## src/rtl/lock_access_controller.sv

```systemverilog
// Serial code entry with a programmable code register, a timed unlock
// window, consecutive-failure counting and a timed lockout.
module lock_access_controller #(
    parameter int                  CODE_LEN       = 4,
    parameter logic [CODE_LEN-1:0] DEFAULT_CODE   = 4'b1101,
    parameter int                  MAX_FAILS      = 3,
    parameter int                  OPEN_CYCLES    = 500,
    parameter int                  LOCKOUT_CYCLES = 1000,
    parameter int                  ENTRY_TIMEOUT  = 200,
    parameter int                  CNT_W          = 16
) (
    input  logic                           clk,
    input  logic                           rst,
    input  logic                           bit_valid,
    input  logic                           bit_in,
    input  logic                           lock_req,
    input  logic                           prog_req,
    input  logic [CODE_LEN-1:0]            prog_code,
    output logic                           unlock,
    output logic                           locked_out,
    output logic                           fail_pulse,
    output logic                           prog_ack,
    output logic [$clog2(MAX_FAILS+1)-1:0] fail_count
);

    localparam int FC_W = $clog2(MAX_FAILS + 1);
    localparam int BC_W = $clog2(CODE_LEN + 1);

    localparam logic [BC_W-1:0]  BC_LAST   = BC_W'(CODE_LEN - 1);
    localparam logic [CNT_W-1:0] OPEN_LAST = CNT_W'(OPEN_CYCLES - 1);
    localparam logic [CNT_W-1:0] LOCK_LAST = CNT_W'(LOCKOUT_CYCLES - 1);
    localparam logic [CNT_W-1:0] TMO_LAST  = CNT_W'(ENTRY_TIMEOUT - 1);
    localparam logic [FC_W-1:0]  FAIL_MAX  = FC_W'(MAX_FAILS);

    typedef enum logic [1:0] {
        IDLE,
        CHECK,
        OPEN,
        LOCKOUT
    } state_t;

    state_t              state_q;
    state_t              state_d;

    logic [CODE_LEN-1:0] shift_q;
    logic [CODE_LEN-1:0] code_q;
    logic [BC_W-1:0]     bit_cnt_q;
    logic [CNT_W-1:0]    timer_q;
    logic [FC_W-1:0]     fail_cnt_q;
    logic                fail_pulse_q;
    logic                prog_ack_q;

    logic                bit_accept;
    logic                entry_done;
    logic                entry_tmo;
    logic                idle_tick;
    logic                code_match;
    logic                lock_hit;
    logic [FC_W-1:0]     fail_next;

    always_ff @(posedge clk or negedge rst) begin
        if (!rst) begin
            state_q <= IDLE;
        end else begin
            state_q <= state_d;
        end
    end

    always_comb begin
        state_d    = state_q;
        bit_accept = 1'b0;
        entry_done = 1'b0;
        entry_tmo  = 1'b0;
        idle_tick  = 1'b0;
        code_match = (shift_q == code_q);
        fail_next  = fail_cnt_q + 1'b1;
        lock_hit   = (fail_next == FAIL_MAX);
        unique case (state_q)
            IDLE: begin
                if (bit_valid) begin
                    bit_accept = 1'b1;
                    if (bit_cnt_q == BC_LAST) begin
                        entry_done = 1'b1;
                        state_d    = CHECK;
                    end
                end else if (bit_cnt_q != '0) begin
                    if (timer_q == TMO_LAST) begin
                        entry_tmo = 1'b1;
                    end else begin
                        idle_tick = 1'b1;
                    end
                end
            end
            CHECK: begin
                if (code_match) begin
                    state_d = OPEN;
                end else if (lock_hit) begin
                    state_d = LOCKOUT;
                end else begin
                    state_d = IDLE;
                end
            end
            OPEN: begin
                if (lock_req || (timer_q == OPEN_LAST)) begin
                    state_d = IDLE;
                end
            end
            LOCKOUT: begin
                if (timer_q == LOCK_LAST) begin
                    state_d = IDLE;
                end
            end
            default: state_d = IDLE;
        endcase
    end

    // Timer is shared: idle-gap counter in IDLE, window counter in OPEN/LOCKOUT
    always_ff @(posedge clk or negedge rst) begin
        if (!rst) begin
            shift_q      <= '0;
            code_q       <= DEFAULT_CODE;
            bit_cnt_q    <= '0;
            timer_q      <= '0;
            fail_cnt_q   <= '0;
            fail_pulse_q <= 1'b0;
            prog_ack_q   <= 1'b0;
        end else begin
            fail_pulse_q <= 1'b0;
            prog_ack_q   <= 1'b0;
            unique case (state_q)
                IDLE: begin
                    unique case (1'b1)
                        bit_accept: begin
                            shift_q   <= CODE_LEN'({shift_q, bit_in});
                            timer_q   <= '0;
                            bit_cnt_q <= entry_done ? '0 : bit_cnt_q + 1'b1;
                        end
                        entry_tmo: begin
                            shift_q   <= '0;
                            bit_cnt_q <= '0;
                            timer_q   <= '0;
                        end
                        idle_tick: begin
                            timer_q <= timer_q + 1'b1;
                        end
                        default: ;
                    endcase
                end
                CHECK: begin
                    shift_q   <= '0;
                    bit_cnt_q <= '0;
                    timer_q   <= '0;
                    if (code_match) begin
                        fail_cnt_q <= '0;
                    end else begin
                        fail_pulse_q <= 1'b1;
                        fail_cnt_q   <= (fail_cnt_q == FAIL_MAX) ? FAIL_MAX : fail_next;
                    end
                end
                OPEN: begin
                    if (prog_req) begin
                        code_q     <= prog_code;
                        prog_ack_q <= 1'b1;
                    end
                    timer_q <= (state_d == OPEN) ? timer_q + 1'b1 : '0;
                end
                LOCKOUT: begin
                    if (state_d == LOCKOUT) begin
                        timer_q <= timer_q + 1'b1;
                    end else begin
                        timer_q    <= '0;
                        fail_cnt_q <= '0;
                        shift_q    <= '0;
                        bit_cnt_q  <= '0;
                    end
                end
                default: ;
            endcase
        end
    end

    assign unlock     = (state_q == OPEN);
    assign locked_out = (state_q == LOCKOUT);
    assign fail_pulse = fail_pulse_q;
    assign prog_ack   = prog_ack_q;
    assign fail_count = fail_cnt_q;

endmodule

```

## config.mk

```make
export PLATFORM = sky130hd
export DESIGN_NAME = lock_access_controller
export DESIGN_NICKNAME = d
export VERILOG_FILES = /design/src/rtl/lock_access_controller.sv
export SDC_FILE = /design/constraint.sdc
export NUM_CORES = 1
export LEC_CHECK = 0
export BUFFER_PORTS_ARGS = -buffer_cell sky130_fd_sc_hd__buf_2
export CORE_UTILIZATION = 30
export CTS_CLUSTER_SIZE = 40
export DETAILED_ROUTE_END_ITERATION = 12
export PLACE_DENSITY = 0.45
export SLEW_MARGIN = 40
export SYNTH_ARGS = -nofsm -noshare
export SYNTH_HDL_FRONTEND = slang
export SYNTH_SLANG_ARGS = --single-unit
```

## constraint.sdc

```tcl
create_clock -name clk -period 1.9 [get_ports clk]
set_input_delay 0.19 -clock clk [delete_from_list [all_inputs] [get_ports clk]]
set_output_delay 0.19 -clock clk [all_outputs]
set_load 0.03 [all_outputs]
```

==> impl_metrics.tcl <==
set metrics [dict create \
    slew_headroom 0.6500 \
    synth-simple-area-share 0.2024 \
    cts_buffer_depth 2 \
    io_pins 16 \
    ys_async_sr_fraction 1.000 \
    synth_area_leaders "dfrtp_1 (44%), xor2_1 (8.3%), dfstp_2 (4.7%), nor2_1 (4.0%), nand4_1 (3.3%)" \
    start_util 0.3215 \
    synth_ff_type "dfrtp_1" \
    grt_pass1_vias 1275 \
    path_buf_inv 0 \
    drc 0 \
    drive_gt1_frac 0.2959 \
    synth_mux_area_frac 0.03840 \
    antenna_found_initial 0 \
    required_ns 2.07 \
    routed_via_density 4.797 \
    rows 26 \
    cp_top_family "simple AND/OR/NAND/NOR gates" \
    arrival_ns 1.97 \
    r2r_setup_slack_ns 0.1 \
    synth-seq-cells 33 \
    die_h_um 77.15 \
    crit_fanout 7 \
    power.switching_w 0.0002924 \
    syn_avg_cell_area_sq_um 10.52 \
    end_kind "flop" \
    grt.total_usage 0.1342 \
    layout.cells.non_filler 266 \
    criticalPathCategory "flop to flop" \
    cts_num_sinks 33 \
    fin_area_sq_um 2138 \
    vias 1276 \
    leakage_nw 1.024 \
    detail-route-antenna-nets 0 \
    fin_worst_skew_ns 0.004837 \
    cts-root-buf "clkbuf_8" \
    hp-start "bit_in" \
    synth_compound_area_frac 0.1093 \
    synth_top_area_cell "dfrtp_1" \
    clock_latency_ns 0.28 \
    coreArea_sq_um 5270 \
    grt_pass1_wl_um 6230 \
    path_clk_slew_ns 0.07 \
    cts-buffers-inserted 5 \
    switching_share 0.2312 \
    synth_cells 161 \
    synth_xor_xnor_area_share 0.09306 \
    startpoint_type "flop" \
    seqPwrFrac 0.557 \
    p_clk_frac 0.413 \
    r2r_start "timer_q[1]$_DFFE_PN0P_" \
    whs_path_depth 2 \
    syn-cell-area_sq_um 1694 \
    dpl.cell_count 255 \
    gp_congestion 0.7542 \
    grt_start_max_net_pins 34 \
    die-area_sq_um 5951 \
    power_density_nw_per_um2 591.4 \
    synth.most_common_cell "dfrtp_1" \
    ir_drop_mv 0.2928 \
    final_nets 209 \
    cp_cell_sequence "ha_2, nor4b_4, and4b_1, nand4_1, a22o_4, a22o_1" \
    placed_area_sq_um 1953 \
    drv_cap 0 \
    min_period_ns 1.803 \
    wire_per_inst_um 13.68 \
    drtIter0Drc 50 \
    synth_fp_nets 175 \
    fmax_ghz 0.5548 \
    ff2ff_path_depth 6 \
    wl_um 3640 \
    area.growth.synth_to_final_pct 26.22 \
    status "finished clean" \
    synth_top_family_by_area "simple AND/OR/NAND/NOR gates" \
    rsz0062_at_grt "yes" \
    hold_viol_final 0 \
    period_share 0.9487 \
    hp-class "input port to flop" \
    critPathMaxStageDelay_ns 0.36 \
    port_buffers 15 \
    hpwl_um 2585 \
    synth_top_cell_area_share 0.4431 \
    worstReg2RegEnd "shift_q[0]$_DFFE_PN0P_" \
    power_frac_comb 0.030 \
    synthTopCellsByCount "dfrtp_1 (30), nor2_1 (18), xor2_1 (16), nand2_1 (14)" \
    n_antenna_cell 0 \
    cts_max_level 2 \
    cts_tree "yes" \
    synth-seq-area-share 0.4897 \
    yosysWarnings 0 \
    worstMarginPinSlew_ns 0.5201 \
    cp_slowest_cell "dfrtp_1" \
    grt_overflow 0 \
    synth_edf_count 0 \
    dieWidth_um 77.15 \
    yosysUniqueCellTypes 40 \
    whs_endpoint "shift_q[0]$_DFFE_PN0P_" \
    dr.pass1.iters 4 \
    final_max_slew_viol_count 0 \
    setup_viol 0 \
    p_int_w 0.0009722 \
    synth_fa_ha_area_frac 0.02954 \
]
[worst reg2reg max path, stage by stage (launching register included)]
cell and delay (ns):
dfrtp_1 0.36, ha_2 0.19, nor4b_4 0.23, and4b_1 0.29
nand4_1 0.13, a22o_4 0.29, a22o_1 0.20
[logic make-up (layout without fill, tap and decap cells)]
kind of cell               after synthesis  in the layout
AOI/OAI and AO/OA                       23             23
xor gates and xnor gates                18             18
adders and majority gates                4              4
buffers and inverters                   14             49
DFF                                     33             33
muxes                                    6              6
and+or+nand+nor                         63             63
[placed cells by master (no fill, tap or decap), types with 3 or more instances in the layout]
cell type	instances
a22o_1	5
and2_1	3
buf_2	15
buf_4	13
clkbuf_8	5
dfrtp_1	30
dfstp_2	3
ha_1	3
inv_1	9
mux2_2	4
nand2_1	14
nand3_1	5
nand4_1	9
nor2_1	18
xor2_1	16
[timing repair]
action / 4_1_cts / 5_1_grt
buffers inserted: 0 / 1
endpoints found under the hold margin: 30 / 0
resized for setup: 1 / 11
setup endpoints to repair: 1 / 23
pin swaps: 0 / 8
hold buffers: 1 / 0
gates cloned: 0 / 0
[state kept, by name, indices dropped and copies added (netlist names)]
signal,count
prog_ack,1
code_q,4
shift_q,4
state_q,2
timer_q,16
bit_cnt_q,3
fail_pulse,1
fail_count,2
[worst max path at each step]
stage	start	endpoint	cells past startpoint	slack [ns]
floorplan	timer_q[0]$_DFFE_PN0P_	bit_cnt_q[0]$_DFFE_PN0P_	7	0.03
global placement	timer_q[0]$_DFFE_PN0P_	timer_q[2]$_DFFE_PN0P_	7	0.03
detailed placement	timer_q[13]$_DFFE_PN0P_	bit_cnt_q[0]$_DFFE_PN0P_	5	0.03
CTS	timer_q[0]$_DFFE_PN0P_	bit_cnt_q[1]$_DFFE_PN0P_	7	0.02
global route	timer_q[1]$_DFFE_PN0P_	shift_q[0]$_DFFE_PN0P_	6	-0.02
finish	timer_q[1]$_DFFE_PN0P_	shift_q[0]$_DFFE_PN0P_	6	0.1
[metal layers]
layer	vias to the layer above	track usage	routed length, um
li1	642	-	-
met1	616	0.2013	1969
met2	16	0.1850	1555
met3	2	0.03214	91
met4	0	0.04528	24
met5	-	0	0
[cell type report]
| class | instances | area [sq um] |
|---|---|---|
| Sequential cell | 33 | 829.5 |
| Fill cell | 512 | 3132 |
| Clock buffer | 5 | 68.82 |
| Tap cell | 70 | 87.58 |
| Timing Repair Buffer | 32 | 241.5 |
| Inverter | 9 | 33.78 |
| Multi-Input combinational cell | 114 | 859.6 |
| Clock inverter | 3 | 17.52 |
[per-stage QoR]
stage | total power [W] | util | hold WS [ns] | setup TNS (ns) | setup WS, ns
after detailed placement | 0.0007478 | 0.3706 | 0.2978 | 0 | 0.02542
after CTS | 0.001280 | 0.3906 | 0.1337 | 0 | 0.01716
after global placement | 0.0007469 | 0.3706 | 0.2861 | 0 | 0.02622
after global routing | 0.001328 | 0.4057 | 0.1334 | -0.2549 | -0.02446
final | 0.001265 | 0.4057 | 0.1443 | 0 | 0.09747
after floorplan | 0.0007217 | - | -0.1056 | 0 | 0.02663
[power groups by stage]
stage | registers, W | logic, W | clock network, W
6_report | 0.000705 | 0.0000378 | 0.000522
5_1_grt | 0.000704 | 0.0000424 | 0.000581
4_1_cts | 0.000704 | 0.0000313 | 0.000545
3_5_place_dp | 0.000718 | 0.0000298 | 0
3_3_place_gp | 0.000718 | 0.0000289 | 0
2_1_floorplan | 0.000718 | 0.00000391 | 0
Note: power is estimated with default switching activity, not from simulation.
